**config.mk**
```make
export PLATFORM = sky130hd
export DESIGN_NAME = uart_tx_feeder
export DESIGN_NICKNAME = d
export VERILOG_FILES = /design/src/rtl/uart_tx_feeder.sv
export SDC_FILE = /design/constraint.sdc
export NUM_CORES = 1
export LEC_CHECK = 0
export CORE_MARGIN = 8
export CORE_UTILIZATION = 35
export CTS_CLUSTER_SIZE = 20
export DETAILED_ROUTE_END_ITERATION = 12
export PLACE_DENSITY = 0.51
export SLEW_MARGIN = 20
export SYNTH_ARGS = -nofsm -noshare
export SYNTH_HDL_FRONTEND = slang
export SYNTH_SLANG_ARGS = --single-unit
```
**constraint.sdc**
```tcl
create_clock -name i_clock -period 3.4 [get_ports i_clock]
set_clock_uncertainty 0.2 [all_clocks]
set_input_delay 0.51 -clock i_clock [delete_from_list [all_inputs] [get_ports i_clock]]
set_output_delay 0.51 -clock i_clock [all_outputs]
set_load 0.005 [all_outputs]
```
**src/rtl/uart_tx_feeder.sv**
```systemverilog
// Byte FIFO plus start/done sequencer feeding a UART transmitter, one byte per start pulse.
// Optional WAIT_DONE watchdog and sticky o_timeout port are enabled by defining UART_TX_FEEDER_TIMEOUT_EN.
module uart_tx_feeder #(
    parameter int NB_DATA        = 8,
    parameter int LOG2_DEPTH     = 4,
    parameter int TIMEOUT_CYCLES = 2000000,
    parameter int NB_TIMEOUT     = $clog2(TIMEOUT_CYCLES + 1)
) (
    input  logic                  i_clock,
    input  logic                  i_reset,
    input  logic                  i_wr,
    input  logic [NB_DATA-1:0]    i_wr_data,
    input  logic                  i_tx_done,
    output logic                  o_tx_start,
    output logic [NB_DATA-1:0]    o_tx_data,
    output logic                  o_full,
    output logic                  o_empty,
    output logic [LOG2_DEPTH:0]   o_count,
    output logic                  o_overflow,
    output logic                  o_busy
`ifdef UART_TX_FEEDER_TIMEOUT_EN
    ,
    output logic                  o_timeout
`endif
);

    localparam int MEM_DEPTH = 2 ** LOG2_DEPTH;
    localparam logic [LOG2_DEPTH:0] DEPTH = {1'b1, {LOG2_DEPTH{1'b0}}};

    typedef enum logic [2:0] {
        ST_IDLE  = 3'b001,
        ST_START = 3'b010,
        ST_WAIT  = 3'b100
    } state_t;

    state_t                    r_state;
    state_t                    w_state_next;
    logic                      w_pop;
    logic                      w_wr_accept;
    logic [LOG2_DEPTH:0]       r_count;
    logic [LOG2_DEPTH-1:0]     r_wr_ptr;
    logic [LOG2_DEPTH-1:0]     r_rd_ptr;
    logic [NB_DATA-1:0]        r_mem [MEM_DEPTH];
    logic [NB_DATA-1:0]        r_tx_data;
    logic                      r_tx_start;
    logic                      r_overflow;

`ifdef UART_TX_FEEDER_TIMEOUT_EN
    localparam logic [NB_TIMEOUT-1:0] TO_LAST = NB_TIMEOUT'(TIMEOUT_CYCLES - 1);
    logic [NB_TIMEOUT-1:0]     r_to_cnt;
    logic                      r_timeout;
    logic                      w_to_event;
`endif

    // A pop frees a slot on the same edge, so a full FIFO still accepts a write then.
    assign w_wr_accept = i_wr && ((r_count != DEPTH) || w_pop);

    // Next-state and pop decode.
    always_comb begin
        w_state_next = r_state;
        w_pop        = 1'b0;
`ifdef UART_TX_FEEDER_TIMEOUT_EN
        w_to_event   = 1'b0;
`endif
        case (r_state)
            ST_IDLE: begin
                if (r_count != {(LOG2_DEPTH+1){1'b0}}) begin
                    w_pop        = 1'b1;
                    w_state_next = ST_START;
                end else begin
                    w_state_next = ST_IDLE;
                end
            end
            ST_START: begin
                w_state_next = ST_WAIT;
            end
            ST_WAIT: begin
                if (i_tx_done) begin
                    w_state_next = ST_IDLE;
                end
`ifdef UART_TX_FEEDER_TIMEOUT_EN
                else if (r_to_cnt == TO_LAST) begin
                    w_state_next = ST_IDLE;
                    w_to_event   = 1'b1;
                end
`endif
                else begin
                    w_state_next = ST_WAIT;
                end
            end
            default: begin
                w_state_next = ST_IDLE;
            end
        endcase
    end

    // FSM state register.
    always_ff @(posedge i_clock or negedge i_reset) begin
        if (!i_reset) begin
            r_state <= ST_IDLE;
        end else begin
            r_state <= w_state_next;
        end
    end

    // Start pulse and the byte handed to the transmitter, captured at the pop.
    always_ff @(posedge i_clock or negedge i_reset) begin
        if (!i_reset) begin
            r_tx_start <= 1'b0;
            r_tx_data  <= {NB_DATA{1'b0}};
        end else begin
            r_tx_start <= w_pop;
            if (w_pop) begin
                r_tx_data <= r_mem[r_rd_ptr];
            end
        end
    end

    // Storage array: not reset, contents are only meaningful between the pointers.
    always_ff @(posedge i_clock) begin
        if (w_wr_accept) begin
            r_mem[r_wr_ptr] <= i_wr_data;
        end
    end

    // Pointers, occupancy and sticky overflow.
    always_ff @(posedge i_clock or negedge i_reset) begin
        if (!i_reset) begin
            r_wr_ptr   <= {LOG2_DEPTH{1'b0}};
            r_rd_ptr   <= {LOG2_DEPTH{1'b0}};
            r_count    <= {(LOG2_DEPTH+1){1'b0}};
            r_overflow <= 1'b0;
        end else begin
            if (w_wr_accept) begin
                r_wr_ptr <= r_wr_ptr + 1'b1;
            end
            if (w_pop) begin
                r_rd_ptr <= r_rd_ptr + 1'b1;
            end
            if (i_wr && !w_wr_accept) begin
                r_overflow <= 1'b1;
            end
            case ({w_wr_accept, w_pop})
                2'b10:   r_count <= r_count + 1'b1;
                2'b01:   r_count <= r_count - 1'b1;
                default: r_count <= r_count;
            endcase
        end
    end

`ifdef UART_TX_FEEDER_TIMEOUT_EN
    // Watchdog: held at zero outside WAIT_DONE, so every entry starts a fresh count.
    always_ff @(posedge i_clock or negedge i_reset) begin
        if (!i_reset) begin
            r_to_cnt  <= {NB_TIMEOUT{1'b0}};
            r_timeout <= 1'b0;
        end else begin
            if (r_state != ST_WAIT) begin
                r_to_cnt <= {NB_TIMEOUT{1'b0}};
            end else begin
                r_to_cnt <= r_to_cnt + 1'b1;
            end
            if (w_to_event) begin
                r_timeout <= 1'b1;
            end
        end
    end

    assign o_timeout = r_timeout;
`endif

    assign o_tx_start = r_tx_start;
    assign o_tx_data  = r_tx_data;
    assign o_count    = r_count;
    assign o_full     = (r_count == DEPTH);
    assign o_empty    = (r_count == {(LOG2_DEPTH+1){1'b0}});
    assign o_overflow = r_overflow;
    assign o_busy     = (r_state != ST_IDLE);

endmodule

```
# Word-level counts from Yosys, hierarchy flattened
# Memory sizes are Yosys's and may differ from the RTL's. A register that Yosys moved wholly into a read port is not among the register bits.
# Index checks and enable logic that the tools add are counted.
# totals
reg_bits	18
word_cells	35
input_bits	12
mem_bits_rw	128
latchBits	0
memories	1
out_inout_bits	18
romBits	0
# op_classes
div	0
n_reduce_logical	8
magnitude_cmp	0
bitwise	0
n_eq_ne	8
add_sub_neg	4
muxes	8
n_shift	0
mul	0
# memory_table
memory	depth	word_bits	read_ports	rd_clocked_by_memory_dff	wr	line	text
r_mem	16	8	1	1	1	43	logic [NB_DATA-1:0] r_mem [MEM_DEPTH];
# ops
cell	n
$pmux 5 s2	1
$pmux 3 s3	1
$add 4x1->4 const B	2
$add 5x1->5 const B	1
$eq 5x5->1 const B	1
$logic_not 5->1	1
$ne 5x5->1 const B	1
$reduce_bool 5->1	1
$sub 5x1->5 const B	1
$mux 1	4
$eq 3x1->1 const B	1
$eq 3x2->1 const B	1
$eq 3x3->1 const B	1
$mux 3	1
$ne 3x1->1 const B	1
$eq 2x1->1 const B	1
$eq 2x2->1 const B	1
$logic_and 1x1->1	2
$logic_not 1->1	2
$mux 2	1
$reduce_bool 2->1	1
$logic_or 1x1->1	1

# Logic depth before layout (Yosys ltp)
# logic_depth
word_depth	7
depth_mapped	10
mapped_depth_nobuf	10

# Worst setup path before layout
# No wires, ideal clock.
# synth_path
kind	reg-to-reg
startpoint	register r_count[1] (netlist: o_count[1])
endpoint	register r_count[4] (netlist: o_count[4])
synth_period_minus_slack_ns	2.742
n_path_buf	0
arrival_ns	2.456
setup_ns	0.087
path_stages_with_launch	11
path_slack_ns	0.658
t_required_ns	3.113
path_cell_list	dfrtp_1 -> or4_4 -> o21a_4 -> nand2b_4 -> inv_2 -> ha_1 -> nor2b_1 -> o21ai_0 -> nand3_1 -> o32a_1 -> o211ai_1
# synth_via
elab_chain_cells	7
word_cells_on_any_way	12
cone_classes	add/sub: 2; eq/ne: 3; mux: 3; reduce/logical: 4
# synth_lines
item	line	text
start: declaration	40	logic [LOG2_DEPTH:0] r_count;
start signal: assignment	131	r_count <= {(LOG2_DEPTH+1){1'b0}};
start signal: assignment	144	2'b10: r_count <= r_count + 1'b1;
start signal: assignment	145	2'b01: r_count <= r_count - 1'b1;
$reduce_bool 5->1	67	if (r_count != {(LOG2_DEPTH+1){1'b0}}) begin
$mux 1	67	
$mux 1	65	case (r_state)
$logic_or 1x1->1	56	assign w_wr_accept = i_wr && ((r_count != DEPTH) || w_pop);
$logic_and 1x1->1	56	
$eq 2x1->1 / $eq 2x2->1 (equally long branches)	143	case ({w_wr_accept, w_pop})
$pmux 5 s2 / $reduce_bool 2->1 (equally long branches)	n/a	
# Parallel ways exist; a longest one is shown, timed or not.
# A chain may end at the register's enable or synchronous reset.

# Worst setup path in the final report
# layout_path
startpoint	register r_count[0] (netlist: o_count[0])
endpoint	output port o_full
# layout_via
elab_chain_cells	1
# layout_lines
item	line	text
$eq 5x5->1	175	assign o_full = (r_count == DEPTH);
end: declaration	16	output logic o_full,
# No other way between the ends.

==> flow_metrics.tcl <==
set metrics [dict create \
    wire_length_of_the_first_global_routing_pass_mm 19.6 \
    clock.fmax_ghz 0.340 \
    hold_viol 0 \
    io_buffer_count 29 \
    critPathMaxStageDelay_ps 510 \
    netlist_area_mm2 0.00614 \
    nets 388 \
    finalWeightedCongestion 0.735 \
    report.final.slew_viol_count 0 \
    yosys.area_share.adder_pct 1.96 \
    number_of_global_route_vias_before_repair 3194 \
    drt-total-wl_mm 12.8 \
    final.min_clock_period_ps 2940 \
    post-route-worst-setup-slack_ps 458 \
    dp_hpwl_mm 8.61 \
    timing.critical_path.cells "nor4_1 > nand2_1 > inv_1 > clkdlybuf4s50_1" \
    cts_setup_buffers 0 \
    clk_transition_reported_paths_ps 60 \
    ff_latch_count_synth 153 \
    start_kind "flip-flop" \
    synth-edff-count 128 \
    ctsHtreeMaxLevel 4 \
    detail_route.drc_violations 0 \
    routed-wl-met2_mm 6.02 \
    hold-path-endpoint "o_overflow" \
    cts_hold_buf 0 \
    timing.setup.critical_path_class "flip-flop to output port" \
    critPathSlowestCell "nor4_1" \
    layout_cells_excl_fill 603 \
    top_level_ports 30 \
    reg2regPathDepth 10 \
    total_power_mw 6.57 \
    dr.first_iter.drc_count 186 \
    dpl.cell_count 573 \
    critical_path_fanouts_max 6 \
    timing.critical_path.required_ps 2690 \
    synth_cell_types 44 \
    clkSinkCount 153 \
    powerDensity_mw_per_mm2 896 \
    worst_hold_path_type "flip-flop to flip-flop" \
    slew-limit-headroom_pct 39.9 \
    regToRegSetupSlack_ps 520 \
    multiInputGateArea_mm2 0.00156 \
    largest_family_of_logic_cells_by_synthesized_area "multiplexers" \
    postSynthNetCount 342 \
    result_of_the_run "finished clean" \
    synth_flop_cell "edfxtp_1" \
    diode_insertion_count_for_antenna_repair 0 \
    worst_hold_startpoint "o_overflow" \
    hold_slack_ps 270 \
    final.period_utilization_pct 86.5 \
    clock_buffers_created_by_tritoncts 17 \
    vias_per_cell 4.97 \
    global_route_total_overflow 0 \
    syn-mean-instance-area_um2 19.1 \
    route.top_layer_used "met4" \
    grt_start_max_net_pins 24 \
    area_growth_pct 19.5 \
    cts-root-to-sink-buffers 2 \
    route.detailed.wl_per_inst_um 21.2 \
    cts_tree "yes" \
    ys_async_sr_fraction_pct 16.3 \
    ys_seq_area_share_pct 72.8 \
    final.fill_count 1486 \
    pre_cts_setup_slack_ps 449 \
    post_cts_resized 0 \
    tightestPinTransition_ps 899 \
    dieWidth_um 148 \
    rr_startpoint "o_count[0]" \
    synth_warnings 0 \
    post_synth_and_or_nand_nor_area_fraction_pct 4.10 \
    synth_cells 321 \
    worst_hold_path.num_cells 1 \
    power.leakage_nw 2.47 \
    total_of_max_cap_violations 0 \
    cp-end-kind "output port" \
    compound_gate_fraction_of_synth_area_pct 3.99 \
    rows 48 \
    fp.dieH_um 148 \
    critical_path_at_ps 2230 \
    yosys-mux-area-fraction_pct 14.0 \
    finalSetupTns_ps 0 \
    final-seq-area_mm2 0.00447 \
    critical_path.reg2reg.endpoint "o_count[4]" \
    initial_antenna_violation_count 0 \
    synth_xor_area_share_pct 1.28 \
    drt-pass1-iter-count 4 \
    core_area_mm2 0.0172 \
    wl_met3_um 584 \
    wl_met1_mm 6.05 \
    max-vdd-ir-drop_mv 0.422 \
    clk-insertion-delay-late_ps 420 \
    route.antenna.remaining_nets 0 \
    initial_core_util_pct 35.6 \
    drive_above_1_share_pct 24.1 \
    rsz_0062_raised_after_global_routing "no" \
    route.vias.total 2995 \
    clockRootBuffer "clkbuf_16" \
    die_area_mm2 0.0220 \
    grtUsageTotal_pct 12.5 \
    report.final.setup_viol 0 \
]
[kinds of logic after synthesis]
kind of cell	after synthesis
AO/OA/AOI/OAI	36
XOR/XNOR	9
adder cells (fa/ha/maj)	9
buffers and inverters	27
flip-flops	153
multiplexers	44
AND/OR/NAND/NOR	43
[registers in the layout, indices dropped and copies added, names as in the netlist]
register / flops
r_mem: 128
o_tx_data: 8
o_count: 5
r_rd_ptr: 4
r_wr_ptr: 4
r_state: 3
o_overflow: 1
[critical path: cells and delay by family, from the launching register on]
family	cells	cell delay [ps]
buffers and inverters	2	600
DFF	1	450
and+or+nand+nor	2	770
[routing by layer]
layer	global-route usage, %	vias to the layer above
met5	0	-
met4	6.12	0
met3	2.77	10
met2	19.1	65
met1	16.4	1550
li1	-	1370
[cells in the mapped netlist (2+ instances only)]
| master | n | area, um^2 |
|---|---|---|
| inv_1 | 12 | 45.0 |
| mux2_4 | 2 | 30.0 |
| dfrtp_1 | 24 | 601 |
| mux2_2 | 9 | 101 |
| nor2_1 | 7 | 26.3 |
| and2_1 | 13 | 81.3 |
| mux4_2 | 32 | 721 |
| nand3b_1 | 2 | 15.0 |
| nand4_1 | 2 | 12.5 |
| o21ai_0 | 2 | 10.0 |
| nand2_1 | 7 | 26.3 |
| buf_2 | 5 | 25.0 |
| xnor2_1 | 8 | 70.1 |
| a21oi_1 | 10 | 50.1 |
| ha_1 | 8 | 100 |
| o22ai_1 | 16 | 100 |
| clkbuf_1 | 7 | 26.3 |
| edfxtp_1 | 128 | 3840 |
| nor3b_1 | 2 | 15.0 |
[report_power, final]
part | switching [mW] | leakage (nW) | internal [mW] | total, mW
clock | 0.724 | 0.276 | 1.14 | 1.87
sequential | 0.306 | 1.45 | 2.36 | 2.67
combinational | 0.944 | 0.748 | 1.09 | 2.03
total | 1.97 | 2.47 | 4.59 | 6.57
[layout by cell type, fill, tap and decap left out, drive strengths merged, types with 10 or more instances in the layout]
cell type	netlist	routed
a21oi	10	10
and2	13	13
buf	7	12
clkbuf	7	18
clkdlybuf4s50	0	29
dfrtp	24	24
edfxtp	128	128
inv	13	14
mux2	11	11
mux4	32	32
o22ai	16	16
[stage by stage]
step / utilization, % / instance area [um^2]
after floorplan: - / 6140
after global placement: 39.2 / 6750
after detailed placement: 39.2 / 6750
after CTS: 42.6 / 7330
after global routing: 42.6 / 7330
final: 42.6 / 7330
[how the worst max path moves through the flow]
| stage | start | end | depth (start not counted) |
|---|---|---|---|
| finish | o_count[0] | o_full | 4 |
| detailed placement | i_wr | o_count[4] | 9 |
| CTS | o_count[0] | o_full | 4 |
| global route | o_count[0] | o_full | 4 |
| floorplan | o_count[1] | o_count[4] | 10 |
| global placement | i_wr | o_count[4] | 9 |
[cell type report]
| class | instances | area share, % |
|---|---|---|
| well taps | 225 | 3.84 |
| clock inverters | 12 | 2.08 |
| clock buffers | 18 | 5.85 |
| inverters | 13 | 0.665 |
| repair buffers | 41 | 5.36 |
| flip-flops and latches | 153 | 61.0 |
| multi-input cells | 141 | 21.2 |
Note: power is estimated with default switching activity, not from simulation.
